--- src/rtl/pic_row_scanner.sv ---
// Double-buffered 16x10 picture row scanner; outputs registered, one clock after state change, no backpressure.
// Define PIC_SCAN_BLANK_EN to insert a 2-clock blank (row_sel=0) between consecutive rows.
module pic_row_scanner #(
  parameter int unsigned DWELL = 1000
) (
  input  logic         clk,
  input  logic         rst,
  input  logic         scan_en,
  input  logic         pic_load,
  input  logic [159:0] pic_in,
  output logic [15:0]  row_sel,
  output logic [9:0]   col_data,
  output logic         frame_done,
  output logic         pending
);

  localparam int unsigned CW = $clog2(DWELL);
  localparam logic [CW-1:0] CNT_LAST = CW'(DWELL - 1);

  localparam logic [1:0] ST_IDLE  = 2'd0;
  localparam logic [1:0] ST_SCAN  = 2'd1;
`ifdef PIC_SCAN_BLANK_EN
  localparam logic [1:0] ST_BLANK = 2'd2;
  localparam logic [CW-1:0] BLANK_LAST = CW'(1);
`endif

  logic [1:0]    state_q, state_d;
  logic [3:0]    row_q, row_d;
  logic [CW-1:0] cnt_q, cnt_d;
  logic [159:0]  shadow_q, shadow_d;
  logic [159:0]  active_q, active_d;
  logic          act_vld_q, act_vld_d;
  logic          pending_q, pending_d;
  logic          fd_q, fd_d;
  logic [15:0]   row_sel_q, row_sel_d;
  logic [9:0]    col_q, col_d;
  logic          swap;

  always_comb begin
    state_d   = state_q;
    row_d     = row_q;
    cnt_d     = cnt_q;
    shadow_d  = shadow_q;
    active_d  = active_q;
    act_vld_d = act_vld_q;
    pending_d = pending_q;
    fd_d      = 1'b0;
    swap      = 1'b0;

    case (state_q)
      ST_IDLE: begin
        if (scan_en && (pending_q || act_vld_q)) begin
          state_d = ST_SCAN;
          row_d   = 4'd0;
          cnt_d   = '0;
          swap    = pending_q;
        end
      end
      ST_SCAN: begin
        if (!scan_en) begin
          state_d = ST_IDLE;
          cnt_d   = '0;
        end else if (cnt_q == CNT_LAST) begin
          cnt_d = '0;
          row_d = row_q + 4'd1;
          // Frame boundary: the only point where a pending picture may go live
          if (row_q == 4'd15) begin
            fd_d = 1'b1;
            swap = pending_q;
          end
`ifdef PIC_SCAN_BLANK_EN
          state_d = ST_BLANK;
`endif
        end else begin
          cnt_d = cnt_q + CW'(1);
        end
      end
`ifdef PIC_SCAN_BLANK_EN
      ST_BLANK: begin
        if (!scan_en) begin
          state_d = ST_IDLE;
          cnt_d   = '0;
        end else if (cnt_q == BLANK_LAST) begin
          state_d = ST_SCAN;
          cnt_d   = '0;
        end else begin
          cnt_d = cnt_q + CW'(1);
        end
      end
`endif
      default: state_d = ST_IDLE;
    endcase

    if (swap) begin
      active_d  = shadow_q;
      act_vld_d = 1'b1;
      pending_d = 1'b0;
    end
    // A load coinciding with a swap wins: the swap took the old shadow above
    if (pic_load) begin
      shadow_d  = pic_in;
      pending_d = 1'b1;
    end
  end

  always_comb begin
    row_sel_d = '0;
    col_d     = '0;
    if (state_d == ST_SCAN) begin
      row_sel_d = 16'd1 << row_d;
      for (int r = 0; r < 16; r++) begin
        if (row_d == 4'(r)) col_d = active_d[159-10*r -: 10];
      end
    end
  end

  always_ff @(posedge clk or negedge rst) begin
    if (!rst) begin
      state_q   <= ST_IDLE;
      row_q     <= 4'd0;
      cnt_q     <= '0;
      shadow_q  <= '0;
      active_q  <= '0;
      act_vld_q <= 1'b0;
      pending_q <= 1'b0;
      fd_q      <= 1'b0;
      row_sel_q <= '0;
      col_q     <= '0;
    end else begin
      state_q   <= state_d;
      row_q     <= row_d;
      cnt_q     <= cnt_d;
      shadow_q  <= shadow_d;
      active_q  <= active_d;
      act_vld_q <= act_vld_d;
      pending_q <= pending_d;
      fd_q      <= fd_d;
      row_sel_q <= row_sel_d;
      col_q     <= col_d;
    end
  end

  assign row_sel    = row_sel_q;
  assign col_data   = col_q;
  assign frame_done = fd_q;
  assign pending    = pending_q;

endmodule

--- config.mk ---
export PLATFORM = sky130hd
export DESIGN_NAME = pic_row_scanner
export DESIGN_NICKNAME = d
export VERILOG_FILES = /design/src/rtl/pic_row_scanner.sv
export SDC_FILE = /design/constraint.sdc
export NUM_CORES = 1
export LEC_CHECK = 0
export BUFFER_PORTS_ARGS = -buffer_cell sky130_fd_sc_hd__buf_2
export CORE_MARGIN = 5
export CORE_UTILIZATION = 50
export DETAILED_ROUTE_END_ITERATION = 8
export GPL_TIMING_DRIVEN = 0
export MAX_ROUTING_LAYER = met4
export PLACE_DENSITY = 0.76
export SLEW_MARGIN = 15
export SYNTH_ARGS = -nofsm -noshare
export SYNTH_HDL_FRONTEND = slang
export SYNTH_SLANG_ARGS = --single-unit
--- constraint.sdc ---
create_clock -name clk -period 9.45 [get_ports clk]
set_input_delay 0.945 -clock clk [delete_from_list [all_inputs] [get_ports clk]]
set_output_delay 0.945 -clock clk [all_outputs]
set_load 0.01 [all_outputs]
Yosys cells after proc, flatten, opt, wreduce, memory -nomap -nowiden
Cells that the tools add are included.
- bits in registers: 365
- latch bits: 0
- bits in writable memories: 0
- bits in read-only memories: 0
- input port bits: 164
- memories: 0
- add/sub/neg operators: 2
- multipliers: 0
- divide/modulo/power cells: 0
- magnitude comparators: 0
- eq/ne operators: 20
- shifts and indexed selects: 1
- multiplexer cells: 41
- bitwise gates (word level): 0
- reductions and logical operators: 7
- operators with widths (operator ; number):
    $mux W10 ; 20
    $mux W160 ; 1
    $eq A4 B4 Y1 const B ; 9
    $pmux W10 S2 ; 1
    $eq A4 B3 Y1 const B ; 4
    $mux W16 ; 1
    $shl A1 B4 Y16 const A ; 1
    $mux W4 ; 3
    $add A10 B1 Y10 const B ; 1
    $eq A10 B10 Y1 const B ; 1
    $mux W1 ; 10
    $eq A4 B2 Y1 const B ; 2
    $pmux W4 S2 ; 1
    $add A4 B1 Y4 const B ; 1
    $eq A2 B1 Y1 const B ; 2
    $eq A4 B1 Y1 const B ; 1
    $logic_not A4 Y1 ; 1
    $mux W2 ; 2
    $pmux W2 S2 ; 1
    $reduce_bool A2 Y1 ; 2
    $logic_not A2 Y1 ; 1
    $ne A2 B2 Y1 const B ; 1
    $pmux W1 S2 ; 1
    $reduce_and A2 Y1 ; 1
    2 further kinds ; 2

Logic depth before layout (Yosys ltp)
Gate-level depths: netlist (run 1).
- word-level depth: 23
- gate-level depth with buffers: 14

Worst setup path after synthesis (run 1)
No wires, ideal clock.
- path kind: input-to-reg
- start point: in scan_en
- end point: reg col_q[2] (netlist: col_data[2])
- library setup time: 0.119 ns
- arrival time: 3.120 ns
- slack: 6.211 ns
- stages on the path: 7
- path through: nand3b_1 nor4_4 mux2i_1 nor2_1 a22o_1 or4_1 o21ba_1
- longest elaborated chain between the ends: 21
- elaborated cells on any way between the ends: 45
- ends and longest elaborated chain (element ; RTL line ; RTL):
    start, declared ; 8 ; input logic scan_en,
    $logic_and A1 B1 Y1 ; 52 ; if (scan_en && (pending_q || act_vld_q)) begin
    $mux W4 or $mux W1 (tied branches) ; 52 ;
    $pmux W4 S2 or $pmux W1 S2 (tied branches) ; 50 ; case (state_q)
    $logic_not A4 Y1 or $mux W160 (tied branches) ; 112, 94 ;
    $mux W10 (16 in a row) ; 112 ; if (row_d == 4'(r)) col_d = active_d[159-10*r -: 10];
    $mux W10 * ; 109 ; if (state_d == ST_SCAN) begin
    named net col_d[2] ; 36 ; logic [9:0] col_q, col_d;
    end signal, assigned ; 139 ; col_q <= col_d;
    end, declared ; 36 ;
Mark *: on every way through the listed nets, which the timed path passes. The rest lies on a longest branch.
A chain may end at the register's enable or synchronous reset.

Worst setup path after layout (run 1)
- start point: reg cnt_q[0]
- end point: reg col_q[9] (netlist: col_data[9])
- longest elaborated chain between the ends: 22
- elaborated cells on any way between the ends: 41
- ends and longest elaborated chain (element ; RTL line ; RTL):
    start, declared ; 29 ; logic [CW-1:0] cnt_q, cnt_d;
    start signal, assigned ; 132 ; cnt_q <= cnt_d;
    $eq A10 B10 Y1 * ; 63 ; end else if (cnt_q == CNT_LAST) begin
    $mux W4 or $mux W1 (tied branches) ; 63 ;
    $mux W4 or $mux W1 (tied branches) ; 60 ; if (!scan_en) begin
    $pmux W4 S2 or $pmux W1 S2 (tied branches) ; 50 ;
    $logic_not A4 Y1 or $mux W160 (tied branches) ; 112, 94 ;
    $mux W10 (15 in a row) ; 112 ;
    $mux W10 * ; 112 ;
    $mux W10 * ; 109 ;
    named net col_d[9] ; 36 ;
Marks and branches as above.

==> run summary, run 1 <==
The run finished with clean final reports. The minimum clock period after layout came out at between 4 and 5 ns. The sequential cells in the finished layout cover a total of just over 9000 sq um.

In the global route stage, overall resource usage came out at 0.272. The count of input and output buffers is between 150 and 200. The share of synthesized registers carrying an async set or reset is 1.00. The area of the multi-input gates came out at between 5000 and 6000 sq um.

The number of clock buffers inserted by TritonCTS is 39. Setup repair after global routing left no endpoint under its margin. The largest voltage drop on the vdd net is between 100 and 150 uV. The post-layout net count is 1700. The slack of the worst reg-to-reg path is ~4.5 ns. The TritonCTS clock tree is built. The power density relative to cell area is between 200 and 250 nW/um^2.

The worst slew slack as a fraction of its limit is 0.213. The largest net degree at the start of global routing came out at ~100. The number of filler cells placed in the layout is approximately 2400. The longest individual stage delay on the worst path is 0.99 ns.

The height of the die is around 190 um. The worst hold path belongs to the class in2async. The number of antenna violations at the first check in global routing came to 0. The number of gates given a new drive strength after cts is 0.

The max-slew violation total from the final report came out at 0. The data arrival time of the worst path came out at between 5 and 6 ns. The routed via count came out at about 11000. The sequential fraction of the synthesis area came out at 0.594. The die covers 34300 sq um.

The number of hold-slack violations in the final timing report came to 0. The ratio of routed vias to standard cells is between 5 and 6. The worst register-to-register path ends at col_data[9]$_DFF_PN0_. The critical path goes through ha_1, nand4_4, nor4_4, mux2i_1, clkbuf_1, o221ai_1, a22o_1, nor4_1, a21oi_1. The critical path startpoint is cnt_q[0]$_DFFE_PN0P_.

The launching point of the worst reg2reg path is cnt_q[0]$_DFFE_PN0P_. The most congested layer reported by global routing is met2. For this run, the leading register cell type out of synthesis is dfrtp_1.

The global-route wire length before repair came out at 68600 um. The met2 global-route usage is 0.411. The leakage dissipation came out at 8.75 nW. The global routing met3 resource utilization came out at 0.0546.

The remaining antenna violation count came out at 0. The type of the setup path with the least slack is reg2reg. After synthesis, the netlist uses 90 different library cells.

The final RePlAce weighted congestion came out at approximately 0.95. In this run the deepest clock path goes through 3 buffers. In the finished design, the share of the clock period the worst path needs comes to 0.520.

Setup violations remaining at the end of the flow were counted as 0. The effective utilization at floorplan is 0.504. The data required time of the worst path came out at slightly below 10 ns.

Detailed placement finished with a half-perimeter wire length of roughly 33000 um. The share of cells above drive strength 1 came out at 0.323. The post-synthesis instance total came out at about 1300. The die width is 185 um. The synthesized design contains 0 enable-type register cells. The number of design rule violations left after detail routing is 0.

The area of the mapped netlist came out at around 15000 sq um. The worst setup path is captured at a flop. Clock skew on the completed layout was measured at 0.0157 ns.

The row count came out at 64. The slowest library cell on the worst path is mux2i_1. The buffer count from post-CTS setup fixing is 0. For the worst-skew pair, the clock arrives at the later sink with an insertion delay of 0.52 ns. The number of nets in the synthesized netlist is roughly 1500.

The average wire length per cell after detail routing came out at between 20 and 25 um. The depth of the CTS H-tree is 2. In the global route stage, met1 resource usage came out at 0.373. The worst register-to-register path has a depth of 9. The detailed-router iteration count before antenna repair came out at 6. The standard cell core area is a little over 30000 sq um.

The achievable clock frequency came out at 204 MHz. After clock tree synthesis, the clock-pin slew on the worst setup and hold paths is 0.06 ns. The critical-path maximum fanout came out at 10. The number of I/O pins came out at around 190. The area growth from synthesis to layout is 18.6%.

Measured on the finished design, the core utilization comes to 0.598. The via count of the first global-routing pass is 11800. Clock tree synthesis selected as its root buffer the cell clkbuf_16. For the pin with the worst max-slew slack, the measured transition is between 1 and 1.5 ns. The number of storage elements in the synthesis netlist came out at about 370. The number of antenna repair diodes came out at 0.

The count of hold-fix buffers inserted at cts came out at 0. For this run, the number of Yosys warnings is 0. The clock sink count is ~370. The worst setup path is launched from a flop. The sum of negative setup slack is 0 ns. The tool flagged a number of max-cap violations equal to 0. The total length of routed wires is between 40000 and 50000 um. The aggregate global routing overflow is 0. The initial DRC count came out at ~1100. The average instance area after synthesis is 11.8 sq um.
## state kept, by name (all words and copies together) (netlist names)
register / cells
frame_done: 1
active_q: 160
state_q: 2
row_sel: 16
act_vld_q: 1
col_data: 10
pending: 1
cnt_q: 10
row_q: 4
shadow_q: 160
## worst max-delay path, delay by kind of cell, from the launching register on
kind,cells,cell delay (ns)
and+or+nand+nor,3,1.46
muxes,1,0.99
AOI/OAI and AO/OA,3,0.85
buffers and inverters,1,0.73
DFF,1,0.39
adders and majority gates,1,0.29
## stage by stage
stage / setup slack [ns] / area [sq um] / hold slack [ns] / cells / power, mW
floorplan: 6.21 / 15400 / 0.436 / 1299 / 2.24
global placement: 0.513 / 16800 / 0.454 / 1885 / 2.45
detailed placement: 4.52 / 16900 / 0.459 / 1889 / 2.49
CTS: 4.83 / 18200 / 0.343 / 1955 / 4.03
global route: 4.49 / 18200 / 0.377 / 1955 / 4.18
finish: 4.54 / 18200 / 0.344 / 1955 / 4.02
## kinds of logic after synthesis
| family | share of synthesized area |
|---|---|
| compound gates | 0.0851 |
| other cells | 0.000244 |
| xor+xnor | 0.00228 |
| simple gates | 0.126 |
| fa+ha+maj | 0.00163 |
| flops | 0.594 |
| mux | 0.163 |
| buf+inv | 0.0279 |
## area by class of cell
cell class                 count  share of cell area
sequential                   365               0.501
multi-input combinational    841               0.319
clock buffer                  53              0.0613
timing repair buffer         194              0.0587
tap                          396              0.0272
buffer                        65              0.0178
clock inverter                13             0.00974
inverter                      28             0.00576
## cell usage after synthesis (4+ instances only)
library cell / n / area [sq um]
inv_2: 4 / 15.0
mux2i_1: 21 / 210
nand3_1: 21 / 105
buf_2: 19 / 95.1
o21ai_0: 28 / 140
nand4_1: 4 / 25.0
a21oi_1: 17 / 85.1
a31oi_1: 7 / 43.8
inv_1: 23 / 86.3
mux2_1: 8 / 90.1
o22ai_1: 6 / 37.5
o221ai_1: 13 / 114
a221o_1: 4 / 40.0
dfrtp_1: 365 / 9130
a221oi_1: 7 / 61.3
buf_4: 7 / 52.6
buf_6: 4 / 45.0
mux2_2: 193 / 2170
nor2b_1: 7 / 43.8
nor2_1: 44 / 165
and2_1: 4 / 25.0
nor3_1: 5 / 25.0
or2_2: 4 / 25.0
nor4_1: 6 / 37.5
o32ai_1: 4 / 35.0
clkbuf_1: 33 / 124
a22o_1: 10 / 87.6
a21boi_0: 5 / 37.5
a22oi_1: 13 / 97.6
and3_1: 6 / 37.5
nand2_1: 306 / 1150
a21o_1: 8 / 60.1
## layer usage
metal | up-vias | share of wire
met5 | - | 0
met1 | 5709 | 0.42
li1 | 5001 | -
met3 | 93 | 0.086
met4 | 0 | 0.033
met2 | 545 | 0.46
## worst max-delay path by stage
stage | slack, ns | cells past startpoint | endpoint
after floorplan | 6.21 | 7 | col_data[2]$_DFF_PN0_
after global placement | 0.51 | 1 | shadow_q[5]$_DFFE_PN0P_
after detailed placement | 4.52 | 9 | col_data[9]$_DFF_PN0_
after CTS | 4.83 | 9 | col_data[9]$_DFF_PN0_
after global routing | 4.49 | 9 | col_data[9]$_DFF_PN0_
final | 4.54 | 9 | col_data[9]$_DFF_PN0_
## power breakdown
part           switching, mW  leakage (nW)  total (mW)  internal, mW
clock network          0.610         0.642        1.55         0.937
registers             0.0978          4.44        1.91          1.81
logic                  0.339          3.66       0.571         0.232
## cells in the final DEF, fill, tap and decap left out, types with 4 or more instances in the layout
cell type and n:
a21boi_0 5, a21o_1 8, a21oi_1 17, a221o_1 4, a221oi_1 7, a22o_1 10
a22oi_1 13, a31oi_1 7, and2_1 4, and3_1 6, buf_16 4, buf_2 208
buf_4 7, buf_6 4, bufinv_16 4, clkbuf_1 38, clkbuf_16 39, clkbuf_8 9
clkinv_2 6, dfrtp_1 365, inv_1 23, inv_2 4, mux2_1 8, mux2_2 193
mux2i_1 21, nand2_1 306, nand3_1 21, nand4_1 4, nor2_1 44, nor2b_1 7
nor3_1 5, nor4_1 6, o21ai_0 28, o221ai_1 13, o22ai_1 6, o32ai_1 4
or2_2 4
(Power assumes the default switching activity.)
==> run 2, diff against run 1 <==
--- a/config.mk
+++ b/config.mk
@@ -5,6 +5,7 @@
 export SDC_FILE = /design/constraint.sdc
 export NUM_CORES = 1
 export LEC_CHECK = 0
+export ABC_AREA = 1
 export BUFFER_PORTS_ARGS = -buffer_cell sky130_fd_sc_hd__buf_2
 export CORE_MARGIN = 5
 export CORE_UTILIZATION = 50
==> constraint.sdc (replaced) <==
create_clock -name clk -period 5.1 [get_ports clk]
set_input_delay 0.51 -clock clk [delete_from_list [all_inputs] [get_ports clk]]
set_output_delay 0.51 -clock clk [all_outputs]
set_load 0.01 [all_outputs]
==> run 2 against run 1 <==
Against the previous run: maximum frequency up 47%; cell count grew 22%; setup slack lost 2.8 ns; core utilization decreased by 0.14 points; die area is essentially flat; critical path depth up 11; worst hold slack got worse by 0.16 ns; via count increased by 8.8%; non-clock buffer count rose by 16; clock power increased by 77%; register-to-register slack got worse by 2.8 ns; clock-buffer cell count did not move.
==> run summary, run 2 <==
The cell area that synthesis handed to floorplanning was 15400 sq um. The number of synthesized flops with an enable pin came out at 0. The post-synthesis instance total is between 1500 and 2000. The total area inside the core boundary comes to between 30000 and 40000 sq um. OpenSTA, run right after detailed placement, puts the worst setup slack at 1.59 ns. The average instance area after synthesis came out at around 8.9 sq um. The total cell area at the placement stage is roughly 17000 sq um. The unique cell type count in the Yosys netlist came out at 36. The run finished with clean final reports. For this run, the number of Yosys warnings is 0. The average wire length per cell after detail routing came out at 17.0 um. The maximum buffer depth of the clock tree is 3.

The clock sink count is ~370. The final RePlAce weighted congestion is around 0.93. The global-route wire length before repair came out at ~65000 um. The sequential fraction of the synthesis area is 0.595. The leakage dissipation is just over 9 nW. The worst register-to-register path has a depth of 20. Counting flops and latches in the post-synthesis netlist gives ~370. The global router's overall resource usage came out at 0.247. The total chip power is around 7.2 mW. Compared with the post-synthesis result, the final layout area differs by 18.1%. The post-layout net count is about 2100. For this configuration, the core starts out at a cell density of 0.505.

The share of synthesized registers carrying an async set or reset came out at 1.00. By area the synthesized netlist is led by dfrtp_1 (59%), nand2_1 (13%), o21ai_0 (8.7%), inv_1 (4.8%), nand3_1 (1.8%). After global routing the overflow that remains totals 0.

The initial DRC count came out at roughly 1300. The height of the die came out at between 150 and 200 um. The critical-path maximum fanout is 10. The critical path in this run is classified as reg2reg.

The number of antenna violations at the first check in global routing is 1. The depth of the CTS H-tree came out at 2. The largest net degree at the start of global routing came out at 110. The number of design rule violations left after detail routing is 0. Of all cell types, the one taking the most synthesized area is dfrtp_1. The worst-skew pair later-pin latency is roughly 0.53 ns. Clock skew on the completed layout was measured at about 0.020 ns. The max-slew violation total from the final report is 0.

The final critical-path setup slack came out at 1.75 ns. The total die area came out at 34300 sq um. The portion of synthesized cell area occupied by the leading cell type is 0.595. The number of hold-slack violations in the final timing report is 0. The initialized floorplan defines 64 standard-cell rows.

The data required time of the worst path is approximately 5.5 ns. The remaining antenna violation count is 0. The top cell types in the final layout, fill and taps aside, are nand2_1 (521), dfrtp_1 (365), o21ai_0 (266), buf_2 (204), inv_1 (195).

The hold-critical path depth came out at 3. Summing all non-filler instances in the final layout gives an area of 18100 sq um. The largest voltage drop on the vdd net is 244 uV. Using the TritonRoute via totals, the vias-per-cell ratio works out to 5.17. In this run the power density over the cells is 394 nW/um^2. The fraction of the cycle the final worst path needs came out at 0.657. The number of violations of the max-capacitance limit is 0.

For the pin with the worst max-slew slack, the measured transition is between 1 and 1.5 ns. The number of nets handed over by synthesis was between 1500 and 2000. The final core utilization is 0.596. The TritonCTS clock tree is built. The launching element type of the critical path is a flop. After clock tree synthesis, the clock-pin slew on the worst setup and hold paths is roughly 0.06 ns. The tree is rooted in a clkbuf_16.

The leading cell type in the layout, fill and taps excluded is nand2_1. By count the netlist is led by nand2_1 (521), dfrtp_1 (365), o21ai_0 (266). Gates resized during post-CTS repair numbered 0. Summed over all nets, the half-perimeter wirelength after detailed placement is slightly below 30000 um. The classification of the worst-slack hold path is in2reg. The number of clock buffers inserted by TritonCTS is 38. The worst slew slack as a fraction of its limit is 0.329. The minimum clock period after layout is about 3.3 ns. The die width came out at between 150 and 200 um. The total length of routed wires is 40700 um. For this block, the via count after detailed routing is between 10000 and 15000. The data arrival time of the worst path came out at around 3.8 ns. The buffer count from post-CTS setup fixing came out at 0. The achievable clock frequency came out at 299 MHz. The category of the worst setup path capture point is a flop. The via count of the first global-routing pass came to ~12000. During placement, the flow inserted port buffers numbering ~190. nand2_1 is the most common cell in the netlist.

The share of cells above drive strength 1 came out at 0.187. In the synthesized netlist the dominant register cell turns out to be dfrtp_1. The number of setup violations in the final report came out at 0. Before antenna repair, the detailed router went through 6 iterations. Setup repair after global routing left no endpoint under its margin.

For this design the top-level I/O count stands at approximately 190.
-- run 2: cell count changes in the layout (fill, tap and decap cells not counted), sizes merged, moves of 13 or more --
cell / previous run / this run
o21ai: 33 / 285
nand2: 308 / 537
mux2: 203 / 0
inv: 29 / 207
nand3: 21 / 62
nor2: 47 / 82
or2: 4 / 34
nand4: 5 / 27
mux2i: 21 / 0
a22oi: 13 / 0
o221ai: 13 / 0
-- run 2: stage by stage --
stage          hold slack [ns]  setup TNS, ns  cells
2_1_floorplan            0.214              0   1729
3_3_place_gp             0.449       -1205.27   2314
3_5_place_dp             0.453              0   2317
4_1_cts                  0.168              0   2386
5_1_grt                  0.172              0   2387
6_report                 0.183              0   2387
-- run 2: cell type report --
| cell class | instances | area (sq um) |
|---|---|---|
| Multi-Input combinational cell | 1077 | 4960 |
| Clock inverter | 15 | 176 |
| Buffer | 82 | 493 |
| Inverter | 205 | 771 |
| Timing Repair Buffer | 193 | 1050 |
| Sequential cell | 365 | 9130 |
| Tap cell | 396 | 495 |
| Clock buffer | 53 | 1060 |
| Fill cell | 2645 | 12300 |
| Antenna cell | 1 | 2.50 |
-- run 2: power breakdown --
group / internal (mW) / switching (mW)
logic: 0.336 / 0.650
clock network: 1.61 / 1.14
registers: 3.30 / 0.120
-- run 2: cells by family (layout without fill, tap and decap cells) --
kind of cell,Yosys count,in the layout,share of synthesized area
compound gates,319,319,0.106
xor+xnor,1,1,0.000570
fa+ha+maj,2,2,0.00163
buf+inv,287,548,0.0823
flops,365,365,0.595
other cells,1,2,0.000244
simple gates,754,754,0.214
-- run 2: repair_timing --
item	4_1_cts	5_1_grt
hold endpoints to repair	51	0
hold buffers	1	0
setup endpoints to repair	0	0
-- run 2: per-layer routing --
layer | share of wire | routed length (um) | vias up | global-route usage
met5 | 0 | 0 | - | -
met4 | 0.030 | 1240 | 0 | 0.0807
met3 | 0.067 | 2740 | 74 | 0.0330
met2 | 0.47 | 19100 | 427 | 0.379
met1 | 0.43 | 17600 | 5933 | 0.345
li1 | - | - | 5912 | -
-- run 2: final timing paths --
check	start	slack [ns]	endpoint
max in group asynchronous	rst	3.27	col_data[0]$_DFF_PN0_
setup reg to reg	row_q[0]$_DFF_PN0_	1.75	col_data[1]$_DFF_PN0_
min in group asynchronous	rst	0.50	shadow_q[105]$_DFFE_PN0P_
setup / recovery	row_q[0]$_DFF_PN0_	1.75	col_data[1]$_DFF_PN0_
hold reg to reg	shadow_q[99]$_DFFE_PN0P_	0.47	shadow_q[99]$_DFFE_PN0P_
hold / removal	pic_in[49]	0.18	shadow_q[49]$_DFFE_PN0P_
-- run 2: worst max-delay path: stages (launching register included) --
cell	delay (ns)
dfrtp_1	0.41
ha_1	0.24
nand3_1	0.09
nor2_1	0.19
nand4_4	0.14
nand2_4	0.14
nand2_4	0.10
buf_6	0.16
buf_6	0.15
nand2_2	0.06
o21ai_2	0.06
nand3_1	0.07
nand2_1	0.07
nor2_1	0.19
nand4_1	0.14
nor2_1	0.20
nand4_1	0.17
nor2_1	0.21
nand4_1	0.21
nor2_1	0.16
nor2_1	0.06
